===== config.mk =====
export PLATFORM = sky130hd
export DESIGN_NAME = multi_delay
export DESIGN_NICKNAME = d
export VERILOG_FILES = /design/src/rtl/multi_delay_pkg.sv /design/src/rtl/multi_delay_chan.sv /design/src/rtl/multi_delay.sv
export SDC_FILE = /design/constraint.sdc
export NUM_CORES = 1
export LEC_CHECK = 0
export CAP_MARGIN = 20
export CORE_ASPECT_RATIO = 0.75
export CORE_UTILIZATION = 37
export DETAILED_ROUTE_END_ITERATION = 10
export SLEW_MARGIN = 15
export SYNTH_ARGS = -nofsm -noshare
export SYNTH_HDL_FRONTEND = slang
export SYNTH_HIERARCHICAL = 1
export SYNTH_SLANG_ARGS = --single-unit

===== constraint.sdc =====
create_clock -name clk -period 1.86 [get_ports clk]
set_input_delay 0.558 -clock clk [delete_from_list [all_inputs] [get_ports clk]]
set_output_delay 0.558 -clock clk [all_outputs]
set_load 0.02 [all_outputs]

===== src/rtl/multi_delay_pkg.sv =====
// Shared constants, channel-index width helper and per-channel state record for multi_delay.
// Optional feature macro: MULTI_DELAY_ONESHOT_EN adds the mode and done fields to the state record.
// cnt/period are held at CBITS_MAX width; channels only ever load zero-extended CBITS values.
package multi_delay_pkg;

    localparam int N_DEF_DEFAULT = 10000;
    localparam int CBITS_MAX     = 32;

    // Width of a channel index; a single channel still gets a 1-bit select.
    function automatic int chw(input int n);
        return (n <= 2) ? 1 : $clog2(n);
    endfunction

    typedef struct packed {
        logic [CBITS_MAX-1:0] cnt;
        logic [CBITS_MAX-1:0] period;
`ifdef MULTI_DELAY_ONESHOT_EN
        logic                 mode;   // 1 = one-shot
        logic                 done;   // one-shot has fired, hold until en drops
`endif
    } chan_state_t;

endpackage


===== src/rtl/multi_delay_chan.sv =====
// One delay channel: counts enabled cycles up to its period and flags expiry.
// Latency: sig/err/flg are zero-latency compares of cnt against period; state updates on posedge clk.
// No backpressure: en gates counting, a config write restarts the channel immediately.
// Ports: clk, rst (sync active-low), en, we (decoded write), wr_period, wr_oneshot -> sig, err, flg, busy.
// Macro MULTI_DELAY_ONESHOT_EN enables the one-shot mode/done storage.
module multi_delay_chan
    import multi_delay_pkg::*;
#(
    parameter int CBITS = 14,
    parameter int N_DEF = N_DEF_DEFAULT
) (
    input  logic             clk,
    input  logic             rst,
    input  logic             en,
    input  logic             we,
    input  logic [CBITS-1:0] wr_period,
    input  logic             wr_oneshot,
    output logic             sig,
    output logic             err,
    output logic             flg,
    output logic             busy
);

    localparam logic [CBITS_MAX-1:0] PER_RST = CBITS_MAX'(N_DEF);

    chan_state_t st;

    // Bits above CBITS are only ever loaded with zero, so these full-width
    // compares reduce to CBITS-wide compares after constant propagation.
    assign sig = (st.cnt >= st.period);
    assign err = (st.cnt >  st.period);
    assign flg = (st.cnt <  st.period);

`ifdef MULTI_DELAY_ONESHOT_EN
    assign busy = en & ~st.done;
`else
    assign busy = en;
    logic unused_oneshot;
    assign unused_oneshot = wr_oneshot;
`endif

    always_ff @(posedge clk) begin
        if (!rst) begin
            st.cnt    <= '0;
            st.period <= PER_RST;
`ifdef MULTI_DELAY_ONESHOT_EN
            st.mode   <= 1'b0;
            st.done   <= 1'b0;
`endif
        end else if (we) begin
            st.cnt    <= '0;
            // A zero period would leave sig stuck high; clamp to 1.
            st.period <= (wr_period == '0) ? CBITS_MAX'(1) : CBITS_MAX'(wr_period);
`ifdef MULTI_DELAY_ONESHOT_EN
            st.mode   <= wr_oneshot;
            st.done   <= 1'b0;
`endif
        end else if (!en) begin
            st.cnt    <= '0;
`ifdef MULTI_DELAY_ONESHOT_EN
            st.done   <= 1'b0;
`endif
`ifdef MULTI_DELAY_ONESHOT_EN
        end else if (st.done) begin
            st.cnt    <= '0;
`endif
        end else if (flg) begin
            // cnt < period <= 2^CBITS-1, so the CBITS-wide increment cannot wrap.
            st.cnt    <= CBITS_MAX'(st.cnt[CBITS-1:0] + CBITS'(1));
        end else begin
            st.cnt    <= '0;
`ifdef MULTI_DELAY_ONESHOT_EN
            st.done   <= st.mode;
`endif
        end
    end

    a_sig_pulse: assert property (@(posedge clk) disable iff (!rst) sig |=> !sig);
    a_no_err:    assert property (@(posedge clk) disable iff (!rst) !err);

endmodule


===== src/rtl/multi_delay.sv =====
// Bank of NCH independent delay channels with a shared single-cycle period/mode write port.
// Latency: outputs are combinational from channel state; a write takes effect on the next posedge.
// No backpressure: writes addressed to cfg_ch >= NCH are dropped without any state change.
// Ports: clk, rst (sync active-low), en[NCH], cfg_we/cfg_ch/cfg_period/cfg_oneshot -> sig, err, flg, busy [NCH].
// Macro MULTI_DELAY_ONESHOT_EN enables one-shot mode; otherwise all channels are periodic.
module multi_delay
    import multi_delay_pkg::*;
#(
    parameter int NCH   = 4,
    parameter int CBITS = 14,
    parameter int N_DEF = N_DEF_DEFAULT
) (
    input  logic                 clk,
    input  logic                 rst,
    input  logic [NCH-1:0]       en,
    input  logic                 cfg_we,
    input  logic [chw(NCH)-1:0]  cfg_ch,
    input  logic [CBITS-1:0]     cfg_period,
    input  logic                 cfg_oneshot,
    output logic [NCH-1:0]       sig,
    output logic [NCH-1:0]       err,
    output logic [NCH-1:0]       flg,
    output logic [NCH-1:0]       busy
);

    localparam int CHW = chw(NCH);

    logic [NCH-1:0] ch_we;

    for (genvar i = 0; i < NCH; i++) begin : g_ch
        // Out-of-range channel numbers match no index and so write nothing.
        assign ch_we[i] = cfg_we && (cfg_ch == CHW'(i));

        multi_delay_chan #(
            .CBITS (CBITS),
            .N_DEF (N_DEF)
        ) u_chan (
            .clk        (clk),
            .rst        (rst),
            .en         (en[i]),
            .we         (ch_we[i]),
            .wr_period  (cfg_period),
            .wr_oneshot (cfg_oneshot),
            .sig        (sig[i]),
            .err        (err[i]),
            .flg        (flg[i]),
            .busy       (busy[i])
        );
    end

endmodule


; After elaboration in Yosys (flattened, before gate mapping)
; Cells that the tools add are included.
[word_totals]
inputBits = 24
out_inout_bits = 16
elab_cells = 47
reg_bits = 256
[classes]
bitwise = 9
n_eq_ne = 3
reduce_logical = 10
muxes = 1
add_sub_neg = 4
n_lt_le_gt_ge = 12
[ops]
columns = op, count
row1 = $ge 32x32->1, 4
row2 = $gt 32x32->1, 4
row3 = $lt 32x32->1, 4
row4 = $add 14x1->15 const B, 4
row5 = $reduce_or 4->1, 4
row6 = $logic_not 14->1, 1
row7 = $mux 14, 1
row8 = $not 1->1, 9
row9 = $eq 2x2->1 const B, 2
row10 = $logic_and 1x1->1, 4
row11 = $eq 2x1->1 const B, 1
row12 = $logic_not 2->1, 1

; Depth between registers and ports, before layout
[logic_depth]
depth_word = 3
ltp_mapped = 8
depth_no_buf = 7

; Hierarchy
; Netlist, hierarchy kept.
[by_module_without_submodules]
columns = mod, cells_each, area_each_um2, n_inst
row1 = multi_delay_chan, 172, 1527.7, 4
row2 = multi_delay, 4, 37.5, 1

; Worst setup path after synthesis
; No wires, ideal clock.
[synth_path]
path_kind = flip-flop to output port
start = reg g_ch[0].u_chan/st[13] in the netlist's numbering
end = out err[0]
t_required_ns = 1.302
stages_incl_launch_ff = 8
path_slack_ns = -0.529
arrival_time_ns = 1.831
cell_sequence = dfxtp_1 -> inv_1 -> ha_1 -> nand4_2 -> nor4_4 -> o21ai_2 -> and3b_1 -> a21oi_1
[synth_between]
elab_chain_len = 1
[synth_lines]
columns = item, line_no
row1 = start: declaration, multi_delay_chan.sv:26  ; chan_state_t st;
row2 = $gt 32x32->1, multi_delay_chan.sv:31  ; assign err = (st.cnt > st.period);
row3 = end: declaration, multi_delay.sv:21  ; output logic [NCH-1:0] err,
; Every way passes these cells.

; Worst setup path after layout
[layout_path]
start = reg g_ch[1].u_chan/st[13] in the netlist's numbering
end = out err[1]
[layout_between]
elab_chain_len = 1
[layout_lines]
columns = item, line_no
row1 = start: declaration, multi_delay_chan.sv:26
row2 = $gt 32x32->1, multi_delay_chan.sv:31
; Every way passes these cells.

==> metrics.yaml <==
io_buffer_count: 38
start_kind: "flop"
root_buffer: "clkbuf_16"
seq_area_frac_synth: 0.378
finalHoldViolCount: 0
drv_slew: 0
post_drt_wl_per_cell_um: 14.5
met1_length_um: 7290
nNetsFinal: 982
place_ws_ns: -0.935
grt_pass1_wl_um: 26400
cp-end-kind: "output pin"
final_cell_mix: "buf_4 (171), dfxtp_1 (88), nor2_1 (68), nand2_1 (66), inv_1 (51)"
reg_top3: "g_ch.u_chan/st x116"
drt_first_iter_violations: 274
clock_sinks: 116
grt_pass1_vias: 5699
cts.path.max_buffers: 2
max_freq_ghz: 0.370
worstPathRequired_ns: 1.30
slowest_delay_ns: 0.34
avgSynthCellArea_um2: 8.88
placed_cell_area_um2: 7970
fp-row-count: 40
core_area_um2: 16100
mostFrequentLayoutCell: "buf_4"
cts_made_buffers: 17
layout_setup_ws_ns: -0.845
rsz0062_at_grt: "true"
dp_hpwl_um: 12000
violations: "setup timing"
clkLatencyLatePin_ns: 0.42
grt_max_degree: 23
num_vias: 5541
finalCriticalPeriod_ns: 2.70
wl_met3_um: 863
antenna_found_initial: 0
area_growth_pct: 47.2
fp.dieArea_um2: 17100
worst_pin_slew_ns: 0.411
die_h_um: 114
worst-path-buf-inv: 2
crit_chain: "inv_2 > ha_4 > nand4_4 > nor4_4 > o21ai_2 > and3b_2 > a21oi_4 > buf_6"
leakage_uw: 0.00386
synth.area.top_cells: "dfxtp_1 (38%), ha_1 (12%), xor2_1 (5.7%)"
initial_core_util: 0.382
finalInstanceArea_um2: 9050
regMostFlops: "g_ch.u_chan/st"
drt_wl_total_um: 16300
fill_cells: 1391
worst_path_max_delay_cell: "nor4_4"
syn_inst: 692
die_w_um: 151
gp_congestion: 0.821
synth-seq-cells: 116
dr_wl_met2_um: 7880
clock_skew_ns: 0.00723
timing.final.crit_share: 1.45
synth_warnings: 6
p_per_area_nw_per_um2: 764
drive_above_1_share: 0.349
setup_viol: 12
clkTransAtPathRegs_ns: 0.05
crit_arrival_ns: 2.15
hold_class: "flop to flop"
yosysTopAreaCellShare: 0.378
synth_cell_types: 34
via_per_inst: 4.94
dr.pass1.iters: 4
syn-num-nets: 776
critPathKind: "flop to output pin"
cp_max_fo: 3
ir_worst_vdd_mv: 0.548
relSlewSlack: 0.725
grt_usage: 0.200
drc_errors: 0
largest_reg_flops: 116
yosysTopAreaCell: "dfxtp_1"
antennaDiodeCount: 0
cap_violations: 0
ant_nets: 0
synth_area_um2: 6150
grt_overflow: 0
htreeDepth: 4
highest_layer: "met4"
cts_tree: "yes"
pin_count: 40
critPathTopFamily: "simple AND/OR/NAND/NOR gates"
status: "finished, violations left"
## cell type report
| class | count | area, um2 | share of cell area |
|---|---|---|---|
| Sequential cell | 116 | 2360 | 0.261 |
| Inverter | 64 | 240 | 0.0266 |
| Timing Repair Buffer | 211 | 1680 | 0.186 |
| Clock inverter | 9 | 173 | 0.0191 |
| Tap cell | 210 | 263 | 0.0290 |
| Multi-Input combinational cell | 488 | 3840 | 0.425 |
| Clock buffer | 23 | 488 | 0.0539 |
## kinds of logic (layout without fill, tap and decap cells)
family / count (synthesis) / in the layout / synth area share
compound gates: 76 / 76 / 0.0806
xor+xnor: 48 / 48 / 0.0684
fa+ha+maj: 60 / 60 / 0.122
buf+inv: 88 / 307 / 0.0627
flops: 116 / 116 / 0.378
mux: 32 / 32 / 0.0521
simple gates: 272 / 272 / 0.236
## where the power goes
part / switching [uW] / internal, uW
registers: 28.5 / 2550
clock network: 1160 / 2510
logic: 327 / 338
total: 1510 / 5400
## worst reg2reg max path, cell delays in order, from the launching register on
cell and delay, ns:
dfxtp_2 0.34, ha_4 0.25, buf_4 0.14, a211oi_2 0.21
o221ai_2 0.14, buf_4 0.15, nand4b_4 0.22, buf_4 0.19
nor2_1 0.10
## path summary, 6_finish.rpt
check	from	to	slack, ns	depth (start not counted)
max	g_ch[1].u_chan/st[13]$_SDFFE_PN1P_	err[1]	-0.84	8
min	g_ch[0].u_chan/st[12]$_SDFFE_PN0P_	g_ch[0].u_chan/st[12]$_SDFFE_PN0P_	0.51	2
max reg2reg	g_ch[2].u_chan/st[45]$_SDFF_PP0_	g_ch[2].u_chan/st[43]$_SDFF_PP0_	0.06	8
min reg2reg	g_ch[0].u_chan/st[12]$_SDFFE_PN0P_	g_ch[0].u_chan/st[12]$_SDFFE_PN0P_	0.51	2
## per-layer routing
metal	up-vias	track usage
li1	2770	-
met1	2638	0.243
met2	111	0.345
met3	22	0.0504
met4	0	0.0627
met5	-	0
## through the flow
stage | utilization | cells | TNS, ns | hold slack [ns] | power [uW]
after global routing | 0.561 | 1121 | -10.82 | 0.539 | 7170
final | 0.561 | 1121 | -9.32 | 0.513 | 6910
after global placement | 0.494 | 1078 | -27.74 | 0.492 | 3220
after detailed placement | 0.494 | 1078 | -30.78 | 0.502 | 3240
after CTS | 0.555 | 1117 | -9.38 | 0.496 | 6950
after floorplan | - | 692 | -4.00 | 0.443 | 2900
## cells in the mapped netlist (all sizes together)
library cell  instances
nor4                 12
nand2                72
ha                   60
a21oi                28
o221ai                4
mux2i                32
nand4                12
nor3                 12
nand2b                4
dfxtp               116
and4                  4
a211oi                4
buf                  16
nor3b                 1
xnor2                 8
nor2                 68
clkbuf                8
a21o                  4
a41oi                 4
nor2b                32
o21ai                12
xor2                 40
nand4b                4
inv                  64
and3                 17
and3b                 6
o211ai               20
nand3                28
## timing repair
item                                    CTS  global route
pin swaps                                20             7
setup buffers                             7             4
hold endpoints to repair                  0             0
gates resized for setup                 131            25
hold buffers                              0             0
endpoints found under the setup margin   55            58
Power figures use the tool's default switching activity.
